[src/rtl/vga_write_arbiter.sv]
// rtl/vga_write_arbiter.sv - round-robin arbiter with per-requester lock for the VGA text-buffer write port
module vga_write_arbiter #(
  parameter int N_REQ    = 4,
  parameter int ADDR_W   = 12,
  parameter int DATA_W   = 16,
  parameter int MAX_ADDR = 2400,
  parameter int LOCK_MAX = 16
) (
  input  logic                      clk,
  input  logic                      rst,
  input  logic [N_REQ-1:0]          req,
  input  logic [N_REQ-1:0]          req_lock,
  input  logic [N_REQ*ADDR_W-1:0]   req_addr,
  input  logic [N_REQ*DATA_W-1:0]   req_data,
  output logic [N_REQ-1:0]          gnt,
  output logic [ADDR_W-1:0]         vga_addr,
  output logic                      vga_we,
  output logic [DATA_W-1:0]         vga_data,
  output logic                      err_oob,
  output logic                      lock_timeout
);
  localparam int IDX_W = $clog2(N_REQ);
  localparam int CNT_W = $clog2(LOCK_MAX) + 1;
  localparam logic [CNT_W-1:0]  CNT_LAST = CNT_W'(LOCK_MAX - 1);
  localparam logic [CNT_W-1:0]  CNT_SAT  = '1;
  localparam logic [ADDR_W:0]   ADDR_LIM = (ADDR_W + 1)'(MAX_ADDR);

  typedef enum logic {ARB, OWNED} state_t;

  state_t              state_q, state_d;
  logic [IDX_W-1:0]    owner_q, owner_d;
  logic [IDX_W-1:0]    last_q, last_d;
  logic [CNT_W-1:0]    cnt_q, cnt_d;
  logic [ADDR_W-1:0]   vga_addr_q, vga_addr_d;
  logic [DATA_W-1:0]   vga_data_q, vga_data_d;
  logic                vga_we_q, vga_we_d;
  logic                err_oob_q, err_oob_d;
  logic                lock_timeout_q, lock_timeout_d;

  logic                found;
  logic [IDX_W-1:0]    win;
  logic [IDX_W-1:0]    cand;
  logic [ADDR_W-1:0]   win_addr;
  logic [DATA_W-1:0]   win_data;
  logic                in_range;

  // Owner masks everyone else; otherwise scan upward from the slot after the last winner.
  always_comb begin
    found = 1'b0;
    win   = owner_q;
    cand  = '0;
    if (state_q == OWNED) begin
      found = req[owner_q];
    end else begin
      for (int k = 1; k <= N_REQ; k++) begin
        cand = IDX_W'((int'(last_q) + k) % N_REQ);
        if (!found && req[cand]) begin
          found = 1'b1;
          win   = cand;
        end
      end
    end
  end

  always_comb begin
    gnt = '0;
    if (found) gnt[win] = 1'b1;
    win_addr = req_addr[int'(win)*ADDR_W +: ADDR_W];
    win_data = req_data[int'(win)*DATA_W +: DATA_W];
    in_range = {1'b0, win_addr} < ADDR_LIM;
  end

  always_comb begin
    state_d        = state_q;
    owner_d        = owner_q;
    last_d         = last_q;
    cnt_d          = cnt_q;
    vga_addr_d     = vga_addr_q;
    vga_data_d     = vga_data_q;
    vga_we_d       = 1'b0;
    err_oob_d      = 1'b0;
    lock_timeout_d = 1'b0;

    if (found) begin
      if (in_range) begin
        vga_we_d   = 1'b1;
        vga_addr_d = win_addr;
        vga_data_d = win_data;
      end else begin
        err_oob_d = 1'b1;
      end
    end

    case (state_q)
      ARB: begin
        if (found) begin
          last_d = win;
          if (req_lock[win]) begin
            state_d = OWNED;
            owner_d = win;
            cnt_d   = '0;
          end
        end
      end
      OWNED: begin
        if (found) begin
          if (req_lock[owner_q]) begin
            cnt_d = '0;
          end else begin
            state_d = ARB;
            last_d  = owner_q;
          end
        end else if (cnt_q == CNT_LAST) begin
          state_d        = ARB;
          last_d         = owner_q;
          lock_timeout_d = 1'b1;
        end else if (cnt_q != CNT_SAT) begin
          cnt_d = cnt_q + 1'b1;
        end
      end
      default: state_d = ARB;
    endcase
  end

  always_ff @(posedge clk) begin
    if (rst) begin
      state_q        <= ARB;
      owner_q        <= '0;
      last_q         <= IDX_W'(N_REQ - 1);
      cnt_q          <= '0;
      vga_addr_q     <= '0;
      vga_data_q     <= '0;
      vga_we_q       <= 1'b0;
      err_oob_q      <= 1'b0;
      lock_timeout_q <= 1'b0;
    end else begin
      state_q        <= state_d;
      owner_q        <= owner_d;
      last_q         <= last_d;
      cnt_q          <= cnt_d;
      vga_addr_q     <= vga_addr_d;
      vga_data_q     <= vga_data_d;
      vga_we_q       <= vga_we_d;
      err_oob_q      <= err_oob_d;
      lock_timeout_q <= lock_timeout_d;
    end
  end

  assign vga_addr     = vga_addr_q;
  assign vga_data     = vga_data_q;
  assign vga_we       = vga_we_q;
  assign err_oob      = err_oob_q;
  assign lock_timeout = lock_timeout_q;
endmodule

[config.mk]
export PLATFORM = sky130hd
export DESIGN_NAME = vga_write_arbiter
export DESIGN_NICKNAME = d
export VERILOG_FILES = /design/src/rtl/vga_write_arbiter.sv
export SDC_FILE = /design/constraint.sdc
export NUM_CORES = 1
export LEC_CHECK = 0
export ABC_AREA = 1
export ABC_CLOCK_PERIOD_IN_PS = 8250
export BUFFER_PORTS_ARGS = -buffer_cell sky130_fd_sc_hd__buf_2
export CAP_MARGIN = 25
export CORE_MARGIN = 2
export CORE_UTILIZATION = 45
export CTS_BUF_LIST = sky130_fd_sc_hd__clkbuf_8
export DETAILED_ROUTE_END_ITERATION = 10
export PLACE_DENSITY = 0.82
export SYNTH_ARGS = -nofsm -noshare
export SYNTH_HDL_FRONTEND = slang
export SYNTH_SLANG_ARGS = --single-unit
[constraint.sdc]
create_clock -name clk -period 8.25 [get_ports clk]
set_clock_uncertainty 0.2 [all_clocks]
set_input_delay 0.825 -clock clk [delete_from_list [all_inputs] [get_ports clk]]
set_output_delay 0.825 -clock clk [all_outputs]
set_load 0.02 [all_outputs]
==> results of run 1 <==
[final cells by class]
type,count,share of cell area (%)
inverters,88,8.20
clock inverters,3,0.342
repair buffers,158,19.8
well taps,96,2.98
multi-input cells,417,46.6
flip-flops and latches,41,20.4
clock buffers,5,1.71
[cells in the mapped netlist, drive strengths merged]
cell    instances
nand2         219
inv            88
nor2           56
nand3          49
dfxtp          41
a21oi          34
nand4          27
buf            17
o21ai          13
clkbuf         11
nor3            6
ha              3
a211oi          2
o211ai          2
a31oi           1
and3            1
nand3b          1
or2             1
xnor2           1
xor2            1
[flip-flops by register name (all words and copies together), names as in the netlist]
| register | flops |
|---|---|
| cnt_q | 5 |
| err_oob | 1 |
| last_q | 2 |
| lock_timeout | 1 |
| owner_q | 2 |
| state_q | 1 |
| vga_addr | 12 |
| vga_data | 16 |
| vga_we | 1 |
[layout by cell type (no fill, tap or decap), drive strengths merged, types with 2 or more instances in the layout]
| cell type | Yosys | layout |
|---|---|---|
| clkbuf | 11 | 5 |
| a21oi | 34 | 34 |
| nor2 | 56 | 56 |
| dfxtp | 41 | 41 |
| nand2 | 219 | 219 |
| a211oi | 2 | 2 |
| clkinv | 0 | 2 |
| o211ai | 2 | 2 |
| buf | 17 | 158 |
| ha | 3 | 3 |
| inv | 88 | 89 |
| nand4 | 27 | 27 |
| nor3 | 6 | 6 |
| o21ai | 13 | 13 |
| nand3 | 49 | 49 |
[path summary, 6_finish.rpt]
path                                   start           end  slack, ns  cells past startpoint
worst min-delay path            vga_addr[11]  vga_addr[11]       0.26                      2
worst min register to register  vga_addr[11]  vga_addr[11]       0.26                      2
worst max register to register     last_q[0]   vga_addr[5]       3.30                     22
worst max-delay path               last_q[0]   vga_addr[5]       3.30                     22
[critical path, delay by kind of cell, from the launching register on]
| family | cells | cell delay (ns) |
|---|---|---|
| buf+inv | 3 | 0.45 |
| simple gates | 19 | 3.61 |
| flops | 1 | 0.57 |
[through the flow]
step	instance area, um^2	hold WS, ns	std cells	util, %
after floorplan	3190	0.266	574	-
after global placement	3940	0.234	799	57.6
after detailed placement	3940	0.242	799	57.6
after CTS	4020	0.255	807	58.8
after global routing	4030	0.296	808	59.0
final	4030	0.262	808	59.0
[per-layer routing]
metal	routed length (um)	share of wire [%]
met5	0	0
met4	176	1.8
met3	650	6.7
met2	4550	47
met1	4300	44
[kinds of logic after synthesis]
family | synth area share, %
xor+xnor | 0.550
simple gates | 48.3
compound gates | 8.87
fa+ha+maj | 1.18
flops | 25.7
buf+inv | 15.4
==> metrics.csv, run 1 <==
stage,metric,value,unit
outcome,status,"complete, no violations",
logic_synthesis,synth_seq_cells,41,
timing,rsz0062_at_grt,false,
placed_design,io_buffers,156,
global_route,grt_usage,24.3,%
clocking,post-cts-setup-buffers,0,
floorplanning,start_util,46.7,%
routing,drt_iter0_markers,231,
floorplanning,core.rowCount,30,
logic_synthesis,avgSynthCellArea,5.55,um^2
clocking,cts_buffers,5,
cells_and_area,fill_cells,704,
cells_and_area,seqCellArea,821,um^2
cells_and_area,fin_nets,836,
logic_synthesis,synth_cell_types,30,
timing,setup_viol,0,
routing,via_count,3975,
logic_synthesis,synth.area.top_cells,"dfxtp_1, nand2_1, inv_1",
global_route,antenna_found_initial,0,
global_route,use_met1,31.5,%
worst_setup_path,start_kind,flip-flop,
clocking,ctsHoldBuffers,0,
global_route,grt_pass1_vias,3434,
logic_synthesis,syn_area,3190,um^2
worst_setup_path,critPathSlowestCell,nor2_2,
clocking,cts_resized,0,
logic_synthesis,yosys.area.top_type_share,25.7,%
timing,slew_violations,0,
worst_setup_path,crit_required,8.24,ns
routing,antenna_left,0,
routing,drc,0,
global_route,grt_max_degree,32,
logic_synthesis,syn_nets,699,
worst_setup_path,critPathMaxStageDelay,0.84,ns
floorplanning,coreArea,6830,um^2
clocking,cts_buffer_depth,2,
timing,fin_crit_sh,60.0,%
clocking,cts.htree.levels,2,
floorplanning,die_w,88.2,um
clocking,clock_sink_count,41,
logic_synthesis,yosysTopAreaCell,dfxtp_1,
timing,final_hold_viol_count,0,
worst_setup_path,critPathKind,flip-flop to flip-flop,
logic_synthesis,synthCells,574,
cells_and_area,n_antenna_cell,0,
cells_and_area,area_growth,26.4,%
routing,routed_wl,9680,um
placed_design,gp_congestion,0.888,
routing,viasPerCell,4.92,
run,cap_viol_max_count,0,
timing,fin_tns_setup,0,ns
worst_setup_path,path_cells,"inv_2, nand2_1, nand2_1, nand2_1, nand2_2, nor2_4, nand3_2, nand2_1, nand2_1, nand3_2, nand2_2, nor2_2, nand2_1, nand2_1, nor2_1, nor2_1, nand2_1, nand3_1, buf_6, nand2_1, inv_2, nor2_1",
cells_and_area,multi_input_area,1880,um^2
global_route,met3_usage,4.90,%
routing,drt-pass1-iter-count,4,
timing,slew_headroom,34.1,%
timing,clock.fmax,0.202,GHz
global_route,grt_util_met2,40.3,%
cells_and_area,drive_gt1_share,26.5,%
global_route,grt_remaining_overflow,0,
hold_path,hold_class,flip-flop to flip-flop,
clocking,cts_root_buffer,clkbuf_8,
clocking,cts_tree,done,
timing,min_period,4.95,ns
timing,tightest_slew,0.987,ns
clocking,clock_latency,0.29,ns
placed_design,dpl.hpwl,7440,um
floorplanning,ioPinCount,157,
logic_synthesis,yosysWarningCount,0,
placed_design,dpl_worst_slack,2.87,ns
logic_synthesis,yosysSeqAreaShare,25.7,%
worst_setup_path,cpMostUsedCell,nand2_1,
routing,wl_per_cell,12.0,um
global_route,top_usage_layer,met2,
clocking,path_clk_slew,0.08,ns
worst_setup_path,cp.arrival,4.94,ns
worst_setup_path,path_max_fanout,29,
floorplanning,die_h,88.2,um
timing,finalWorstSetupSlack,3.30,ns
worst_setup_path,setup.worst_path.end_class,flip-flop,
global_route,grt_first_pass_wirelength,15200,um
floorplanning,die_area,7770,um^2
Power of run 1 is left out: the tool's default activity adds up to more than one toggle a clock period on the data nets, which glitch-free logic cannot reach.
==> run 2, diff against run 1 <==
--- a/config.mk
+++ b/config.mk
@@ -6,11 +6,11 @@
 export NUM_CORES = 1
 export LEC_CHECK = 0
 export ABC_AREA = 1
-export ABC_CLOCK_PERIOD_IN_PS = 8250
+export ABC_CLOCK_PERIOD_IN_PS = 4300
 export BUFFER_PORTS_ARGS = -buffer_cell sky130_fd_sc_hd__buf_2
 export CAP_MARGIN = 25
 export CORE_MARGIN = 2
-export CORE_UTILIZATION = 45
+export CORE_UTILIZATION = 43
 export CTS_BUF_LIST = sky130_fd_sc_hd__clkbuf_8
 export DETAILED_ROUTE_END_ITERATION = 10
 export PLACE_DENSITY = 0.82
==> constraint.sdc (replaced) <==
create_clock -name clk -period 4.3 [get_ports clk]
set_clock_uncertainty 0.2 [all_clocks]
set_input_delay 0.43 -clock clk [delete_from_list [all_inputs] [get_ports clk]]
set_output_delay 0.43 -clock clk [all_outputs]
set_load 0.02 [all_outputs]
==> metrics.csv, run 2 (same netlist as run 1, synthesis figures left out) <==
stage,metric,value,unit,change
clocking,cts.htree.levels,2,,unchanged
placed_design,io_buffers,156,,unchanged
worst_setup_path,start_kind,flip-flop,,unchanged
clocking,clock_latency,0.29,ns,about the same
cells_and_area,utilization,56.7,%,was 59.0%
floorplanning,core.rowCount,31,,was 30
clocking,cts_root_buffer,clkbuf_8,,unchanged
cells_and_area,post_layout_nonfiller_instances,815,,was 808
clocking,cts_buffer_depth,2,,unchanged
worst_setup_path,critPathKind,flip-flop to flip-flop,,unchanged
hold_path,holdPathEnd,cnt_q[3],,was vga_addr[11]
cells_and_area,seqCellArea,821,um^2,unchanged
clocking,cts_tree,done,,unchanged
floorplanning,die_w,90.1,um,was 88.2 um
cells_and_area,fin_nets,840,,was 836
timing,slew_violations,0,,unchanged
floorplanning,ioPinCount,157,,unchanged
routing,drc,0,,unchanged
cells_and_area,multi_input_area,1880,um^2,unchanged
clocking,cts_resized,0,,unchanged
clocking,cts_buffers,5,,unchanged
cells_and_area,area_growth,28.4,%,was 26.4%
global_route,grt_usage,24.5,%,was 24.3%
clocking,clock_sink_count,41,,unchanged
global_route,grt_remaining_overflow,0,,unchanged
routing,via_count,4077,,was 3975
timing,final_hold_viol_count,0,,unchanged
hold_path,hold_depth,2,,unchanged
routing,antenna_left,0,,unchanged
placed_design,gp_congestion,0.978,,was 0.888
worst_setup_path,path_max_fanout,29,,unchanged
placed_design,post-place-cells,807,,was 799
timing,fin_crit_sh,87.9,%,was 60.0%
timing,clock.fmax,0.265,GHz,was 0.202 GHz
timing,setup_viol,0,,unchanged
timing,fin_tns_setup,0,ns,unchanged
routing,wl_per_cell,12.8,um,was 12.0 um
cells_and_area,final_cell_area,4090,um^2,was 4030 um^2
global_route,grt_pass1_vias,3606,,was 3434
worst_setup_path,setup.worst_path.end_class,flip-flop,,unchanged
worst_setup_path,reg2reg_to,vga_data[15],,was vga_addr[5]
worst_setup_path,r2r_start,last_q[0],,unchanged
routing,routed_wl,10400,um,was 9680 um
timing,rsz0062_at_grt,false,,unchanged
clocking,path_clk_slew,0.08,ns,about the same
clocking,ctsHoldBuffers,0,,unchanged
timing,min_period,3.78,ns,was 4.95 ns
cells_and_area,n_antenna_cell,0,,unchanged
floorplanning,die_area,8120,um^2,was 7770 um^2
cells_and_area,final_common_cell,nand2_1,,unchanged
placed_design,dpl_cell_area,3980,um^2,was 3940 um^2
timing,slew_headroom,32.2,%,was 34.1%
cells_and_area,fill_cells,773,,was 704
hold_path,hold_start,rst,,was vga_addr[11]
routing,drt-pass1-iter-count,5,,was 4
run,cap_viol_max_count,0,,unchanged
cells_and_area,drive_gt1_share,27.0,%,was 26.5%
floorplanning,coreArea,7210,um^2,was 6830 um^2
floorplanning,die_h,90.1,um,was 88.2 um
worst_setup_path,crit_required,4.29,ns,was 8.24 ns
hold_path,hold_class,input port to flip-flop,,was flip-flop to flip-flop
worst_setup_path,cp.arrival,3.77,ns,was 4.94 ns
global_route,grt_max_degree,32,,unchanged
clocking,post-cts-setup-buffers,0,,unchanged
cells_and_area,largest_reg_flops,16,,unchanged
worst_setup_path,worst-r2r-setup-slack,0.52,ns,was 3.30 ns
cells_and_area,mostFrequentLayoutCells,"nand2_1, buf_2, inv_1, nor2_1, nand3_1",,unchanged
floorplanning,start_util,44.2,%,was 46.7%
worst_setup_path,reg2regPathDepth,23,,was 22
placed_design,dpl.hpwl,7850,um,was 7440 um
outcome,status,"complete, no violations",,unchanged
routing,drt_iter0_markers,255,,was 231
routing,viasPerCell,5.00,,was 4.92
timing,tightest_slew,1.02,ns,was 0.987 ns
global_route,antenna_found_initial,0,,unchanged
global_route,grt_first_pass_wirelength,16600,um,was 15200 um
-- run 2: metal layers --
layer	share of wire (%)	GRT usage (%)
met3	7.3	5.20
met2	47	40.9
met1	44	32.0
met5	0	0
met4	1.6	6.67
-- run 2: worst max path at each step --
| stage | start | end | slack (ns) | cells after the start |
|---|---|---|---|---|
| 2_1_floorplan | req[2] | vga_data[1] | 1.61 | 22 |
| 3_3_place_gp | req[1] | vga_addr[5] | 0.71 | 23 |
| 3_5_place_dp | last_q[0] | vga_data[15] | 0.60 | 23 |
| 4_1_cts | last_q[0] | vga_data[15] | 0.58 | 23 |
| 5_1_grt | last_q[0] | vga_addr[6] | 0.16 | 23 |
| 6_report | last_q[0] | vga_data[15] | 0.52 | 23 |
-- run 2: stage by stage --
step                      worst slack [ns]  hold WS [ns]
final                                0.520         0.259
after global placement               0.707         0.236
after detailed placement             0.603         0.241
after CTS                            0.583         0.246
after global routing                 0.161         0.277
after floorplan                       1.61         0.266
-- run 2: worst max-delay path, cell delays in order, from the launching register on --
cell and delay (ns):
dfxtp_1 0.53, inv_2 0.14, nand2_1 0.10, nand2_2 0.08
nand2_2 0.08, nand2_2 0.08, nor2_4 0.14, nand3_2 0.11
nand2_1 0.08, nand2_1 0.09, nand3_2 0.11, nand2_2 0.24
nor2_2 0.26, buf_4 0.29, nand2_1 0.08, nand2_1 0.08
nor2_1 0.06, nand2_1 0.06, nand2_1 0.18, nand3_1 0.13
buf_4 0.34, nand2_1 0.12, inv_2 0.06, nor2_1 0.03
-- run 2: cell type report --
class	count	share of cell area [%]
Tap cell	99	3.03
Clock inverter	2	0.825
Clock buffer	6	2.02
Timing Repair Buffer	162	20.2
Sequential cell	41	20.0
Multi-Input combinational cell	417	45.8
Inverter	88	8.07
Power of run 2 is left out for the same reason.
